===== config.mk =====
export PLATFORM = sky130hd
export DESIGN_NAME = joypad_serial_arbiter
export DESIGN_NICKNAME = d
export VERILOG_FILES = /design/src/rtl/joypad_pkg.sv /design/src/rtl/famicom_shifter.sv /design/src/rtl/joypad_serial_arbiter.sv
export SDC_FILE = /design/constraint.sdc
export NUM_CORES = 1
export LEC_CHECK = 0
export CAP_MARGIN = 10
export CORE_UTILIZATION = 45
export CTS_CLUSTER_SIZE = 28
export DETAILED_ROUTE_END_ITERATION = 6
export PLACE_DENSITY = 0.83
export SETUP_SLACK_MARGIN = 0.2
export SLEW_MARGIN = 20
export SYNTH_ARGS = -nofsm -noshare
export SYNTH_HDL_FRONTEND = slang
export SYNTH_SLANG_ARGS = --single-unit

===== constraint.sdc =====
create_clock -name clk_sys -period 4.6 [get_ports clk_sys]
set_input_delay 0.46 -clock clk_sys [delete_from_list [all_inputs] [get_ports clk_sys]]
set_output_delay 0.46 -clock clk_sys [all_outputs]
set_load 0.01 [all_outputs]

===== src/rtl/joypad_pkg.sv =====
// Shared types and constants for the joypad serial arbiter and its shifter.
package joypad_pkg;

  localparam int unsigned SHIFT_W = 8;

  typedef enum logic [1:0] {
    IDLE  = 2'd0,
    SHIFT = 2'd1,
    DONE  = 2'd2
  } shift_state_t;

  localparam logic [2:0] PAD0 = 3'd0;
  localparam logic [2:0] PAD1 = 3'd1;
  localparam logic [2:0] PAD2 = 3'd2;
  localparam logic [2:0] PAD3 = 3'd3;
  localparam logic [2:0] KBD  = 3'd4;
  localparam logic [2:0] NONE = 3'd7;

  function automatic logic [2:0] pad_owner(input logic [1:0] idx);
    return {1'b0, idx};
  endfunction

endpackage


===== src/rtl/famicom_shifter.sv =====
// Famicom-style parallel-load, serial-out shift register with bit counter.
module famicom_shifter
  import joypad_pkg::*;
(
  input  logic               clk,
  input  logic               srst,
  input  logic               load,
  input  logic [SHIFT_W-1:0] load_byte,
  input  logic               shift,
  output logic               data
);

  shift_state_t       state_q;
  logic [SHIFT_W-1:0] shreg_q;
  logic [3:0]         cnt_q;

  // Load has priority over shift; idle/done states keep shifting 1s in.
  always_ff @(posedge clk) begin
    if (srst) begin
      state_q <= IDLE;
      shreg_q <= '1;
      cnt_q   <= '0;
    end else if (load) begin
      state_q <= SHIFT;
      shreg_q <= load_byte;
      cnt_q   <= 4'(SHIFT_W);
    end else if (shift) begin
      shreg_q <= {1'b1, shreg_q[SHIFT_W-1:1]};
      case (state_q)
        SHIFT: begin
          cnt_q <= cnt_q - 4'd1;
          if (cnt_q == 4'd1) begin
            state_q <= DONE;
          end
        end
        default: begin
          cnt_q <= '0;
        end
      endcase
    end
  end

  assign data = shreg_q[0];

endmodule


===== src/rtl/joypad_serial_arbiter.sv =====
// Arbitrates four pads and a keyboard byte onto one Famicom serial port.
module joypad_serial_arbiter
  import joypad_pkg::*;
#(
  parameter int unsigned KB_HOLD = 2
) (
  input  logic       clk_sys,
  input  logic       reset,
  input  logic       famicom_latch,
  input  logic       famicom_pulse,
  input  logic [7:0] joystick_0,
  input  logic [7:0] joystick_1,
  input  logic [7:0] joystick_2,
  input  logic [7:0] joystick_3,
  input  logic [7:0] kb_code,
  input  logic       kb_strobe,
  output logic       famicom_data,
  output logic [2:0] owner,
  output logic       kb_pending
);

  localparam logic [3:0] KB_HOLD_L = 4'(KB_HOLD);

  logic       latch_q, pulse_q;
  logic       latch_rise, pulse_rise;
  logic       lock_valid_q, lock_valid_d;
  logic [1:0] lock_idx_q, lock_idx_d;
  logic [7:0] kb_code_q, kb_code_d;
  logic [3:0] kb_hold_q, kb_hold_d;
  logic       kb_pending_q, kb_pending_d;
  logic [2:0] owner_q, owner_d;
  logic [7:0] sel_byte;
  logic [7:0] load_byte;
  logic [3:0] hold_dec;
  logic       lock_live;
  logic       any_pad;
  logic [1:0] low_idx;

  logic [7:0] pad [4];
  logic [3:0] pad_nz;

  assign pad[0] = joystick_0;
  assign pad[1] = joystick_1;
  assign pad[2] = joystick_2;
  assign pad[3] = joystick_3;

  for (genvar gi = 0; gi < 4; gi++) begin : g_pad_nz
    assign pad_nz[gi] = |pad[gi];
  end

  assign latch_rise = famicom_latch & ~latch_q;
  assign pulse_rise = famicom_pulse & ~pulse_q;
  assign lock_live  = lock_valid_q & pad_nz[lock_idx_q];
  assign any_pad    = |pad_nz;
  assign hold_dec   = kb_hold_q - 4'd1;

  always_comb begin
    low_idx = 2'd0;
    for (int i = 3; i >= 0; i--) begin
      if (pad_nz[i]) begin
        low_idx = 2'(i);
      end
    end
  end

  always_comb begin
    lock_valid_d = lock_valid_q;
    lock_idx_d   = lock_idx_q;
    kb_code_d    = kb_code_q;
    kb_hold_d    = kb_hold_q;
    kb_pending_d = kb_pending_q;
    owner_d      = owner_q;
    sel_byte     = 8'h00;

    if (latch_rise) begin
      if (kb_pending_q) begin
        // Keyboard pre-empts the pad but a held pad keeps its lock.
        owner_d      = KBD;
        sel_byte     = kb_code_q;
        kb_hold_d    = hold_dec;
        kb_pending_d = (hold_dec != 4'd0);
        lock_valid_d = lock_live;
      end else if (lock_live) begin
        owner_d  = pad_owner(lock_idx_q);
        sel_byte = pad[lock_idx_q];
      end else if (any_pad) begin
        owner_d      = pad_owner(low_idx);
        sel_byte     = pad[low_idx];
        lock_valid_d = 1'b1;
        lock_idx_d   = low_idx;
      end else begin
        owner_d      = NONE;
        lock_valid_d = 1'b0;
      end
    end

    // A strobe coinciding with a latch is only presented on the following latch.
    if (kb_strobe) begin
      kb_code_d    = kb_code;
      kb_hold_d    = KB_HOLD_L;
      kb_pending_d = 1'b1;
    end
  end

  assign load_byte = ~sel_byte;

  always_ff @(posedge clk_sys) begin
    if (reset) begin
      latch_q      <= 1'b0;
      pulse_q      <= 1'b0;
      lock_valid_q <= 1'b0;
      lock_idx_q   <= 2'd0;
      kb_code_q    <= 8'h00;
      kb_hold_q    <= 4'd0;
      kb_pending_q <= 1'b0;
      owner_q      <= NONE;
    end else begin
      latch_q      <= famicom_latch;
      pulse_q      <= famicom_pulse;
      lock_valid_q <= lock_valid_d;
      lock_idx_q   <= lock_idx_d;
      kb_code_q    <= kb_code_d;
      kb_hold_q    <= kb_hold_d;
      kb_pending_q <= kb_pending_d;
      owner_q      <= owner_d;
    end
  end

  famicom_shifter u_shifter (
    .clk       (clk_sys),
    .srst      (reset),
    .load      (latch_rise),
    .load_byte (load_byte),
    .shift     (pulse_rise & ~latch_rise),
    .data      (famicom_data)
  );

  assign owner      = owner_q;
  assign kb_pending = kb_pending_q;

endmodule


==> metrics <==
outcome complete, no violations; Unique masters post-synth 51; clock latency on the worst-skew pair 0.28 ns; TritonCTS clock tree yes; Post-Place Cells 328; Clock transition at path regs 0.06 ns; Pre-antenna DRT Iters 4; max-cap violations 0; Final Critical Period 2.694 ns; Resized Gates After CTS 0; nature of the critical path endpoint register; PwrDens 245.2 nW/µm²; # nets final 330; Final Hold Viols 0; Starting DRT DRC Count 183; Port Buffers 49; Mapped Area 2183 µm²; crit start category input port; syn nets 289; cell breakdown of the critical path clkdlybuf4s50_1 > or4_1 > nor2_1 > a211oi_2 > a211oi_1 > o31ai_2; GPL Wtd Cong 0.9318; Fmax 0.3712 GHz; DIE AREA 5134 µm²; clk buf depth 2; IO Pins 50; cell area after layout 2725 µm²; Max H-tree Level 2; share of layout cells above drive strength 1 14.13%; fraction of registers with async set or reset after synthesis 0%; die span in y 71.66 µm; Final Cycle Share 58.57%; crit path max fanout 7; initial antenna violation count 0; final setup fails 0; worst hold path class register to register; top_reg_cell synth dfxtp_1; relative slew slack 46.06%; row count 24; EDFF count, synth 0; Layout Area Growth over Synthesis 24.81%; most common cell after layout, fill and taps aside clkdlybuf4s50_1; RSZ-0062 raised after global routing no; WP buf/inv 1; WP data arrival 2.85 ns; sequential area share after synthesis 26.59%; Post-CTS Hold Buffers 0; Non-Filler Instances 335; per-cell routed wire length 17.40 µm; Root Driver clkbuf_8; Pins Over Slew Limit 0; Post-Synthesis Cells 242; remaining antenna violation count 0; largest net degree at the start of global routing 29; syn avg cell area 9.022 µm²; DRT Wirelength 5829 µm; vias 2,118; Congestion Overflow GR 0; synth warn 0; ant diodes 0; Pwr Total 668.1 µW; Global Route Usage Sum 24.06%; hpwl dp 4316 µm; synthesized flop and latch total 29; LEAKAGE 0.9592 nW; number of global-route vias before repair 2,021; core area 4504 µm²; commonest cells after routing, fill and taps aside clkdlybuf4s50_1, dfxtp_1, nor2_1, a21oi_1, a211oi_1; kind of critical path input port to register; Crit path max-delay family simple AND/OR/NAND/NOR gates; setup_tns 0 ns; Die W 71.66 µm; Post-route DRC 0; Critical-path top delay cell or4_1; Least-Margin Pin Slew 0.8062 ns; Setup Skew 0.004474 ns; clock tree sinks 29; Post-CTS Setup Repair Bufs 0; first-pass GRT wire length 9577 µm; Critical Path RT 4.76 ns; CTS buffer count 5; area post-placement 2639 µm²; Initial Util 48.47%; DR vias/cell 6.322; Worst VDD drop 134.5 µV; Critical Path Max Stage Delay 0.68 ns
==> synthesized netlist by cell type (2+ instances only) <==
cell type / number / share of area (%)
a211oi_1: 16 / 5.5
a211oi_2: 6 / 3.4
a21o_1: 7 / 2.4
a21oi_1: 19 / 4.4
a31oi_1: 2 / 0.57
and3_1: 5 / 1.4
buf_1: 2 / 0.34
buf_6: 2 / 1.0
clkbuf_1: 9 / 1.5
clkbuf_8: 2 / 1.3
dfxtp_1: 29 / 27
ha_1: 2 / 1.1
inv_1: 9 / 1.5
mux2i_1: 9 / 4.1
mux4_2: 7 / 7.2
nand2_1: 6 / 1.0
nand2b_1: 2 / 0.57
nand3_1: 3 / 0.69
nand4_1: 3 / 0.86
nor2_1: 27 / 4.6
nor2b_1: 3 / 0.86
nor3_1: 8 / 1.8
nor4_1: 3 / 0.86
nor4_2: 2 / 1.1
nor4bb_1: 6 / 2.8
o211ai_1: 3 / 1.0
o21ai_0: 11 / 2.5
o31ai_2: 5 / 2.9
or4_1: 6 / 2.1
or4_4: 4 / 2.1
xnor2_1: 3 / 1.2
xor2_1: 2 / 0.80
==> final cells by class <==
cell class,count,area [µm²]
well taps,52,65.06
fillers,402,1779
clock buffers,7,86.33
inverters,9,33.78
flip-flops and latches,29,580.6
multi-input cells,187,1454
repair buffers,51,505.5
==> state kept, by name, summed over array words and instances, names as in the netlist <==
signal / flops
kb_code_q: 8
u_shifter.shreg_q: 8
kb_hold_q: 4
owner: 3
lock_idx_q: 2
kb_pending: 1
latch_q: 1
lock_valid_q: 1
pulse_q: 1
==> logic make-up (layout without fill, tap and decap cells) <==
family	Yosys count	in the layout	synth area share [%]
flops	29	29	26.59
compound gates	82	82	28.94
simple gates	81	81	21.95
fa+ha+maj	2	2	1.146
mux	17	17	12.55
xor+xnor	5	5	2.006
buf+inv	26	67	6.819
==> path summary, 6_finish.rpt <==
kind	start	to	slack (ns)	cells after the start
setup / recovery	joystick_2[4]	u_shifter.shreg_q[2]$_SDFFE_PP1P_	1.91	6
setup reg to reg	lock_idx_q[0]$_SDFFE_PP0P_	u_shifter.shreg_q[2]$_SDFFE_PP1P_	2.49	5
hold / removal	owner[0]$_SDFFE_PP1P_	owner[0]$_SDFFE_PP1P_	0.50	2
hold reg to reg	owner[0]$_SDFFE_PP1P_	owner[0]$_SDFFE_PP1P_	0.50	2
==> per-stage QoR <==
stage	worst slack [ns]	utilization [%]	hold slack (ns)
after detailed placement	1.677	58.58	0.4745
after floorplan	2.399	-	0.4529
after global placement	1.707	58.58	0.4707
after CTS	1.966	60.50	0.4944
final	1.906	60.50	0.4981
after global routing	1.829	60.50	0.5166
==> layer usage <==
| metal | up-vias | part of all wire [%] | track usage [%] |
|---|---|---|---|
| met2 | 86 | 50 | 38.36 |
| met1 | 995 | 44 | 31.64 |
| met3 | 15 | 4.4 | 4.923 |
| met5 | - | 0 | 0 |
| li1 | 1022 | - | - |
| met4 | 0 | 2.3 | 10.24 |
==> worst register-to-register path: stages (launching register included) <==
cell	delay, ns
dfxtp_1	0.74
inv_1	0.17
nor3_1	0.27
o21ai_2	0.25
a211oi_1	0.46
o31ai_2	0.10
==> where the power goes <==
part	total, mW	switching (mW)	leakage, nW	internal, mW
sequential	0.286	0.0172	0.240	0.269
combinational	0.171	0.0797	0.675	0.0909
clock	0.211	0.0928	0.0443	0.118
Power figures use the tool's default switching activity.
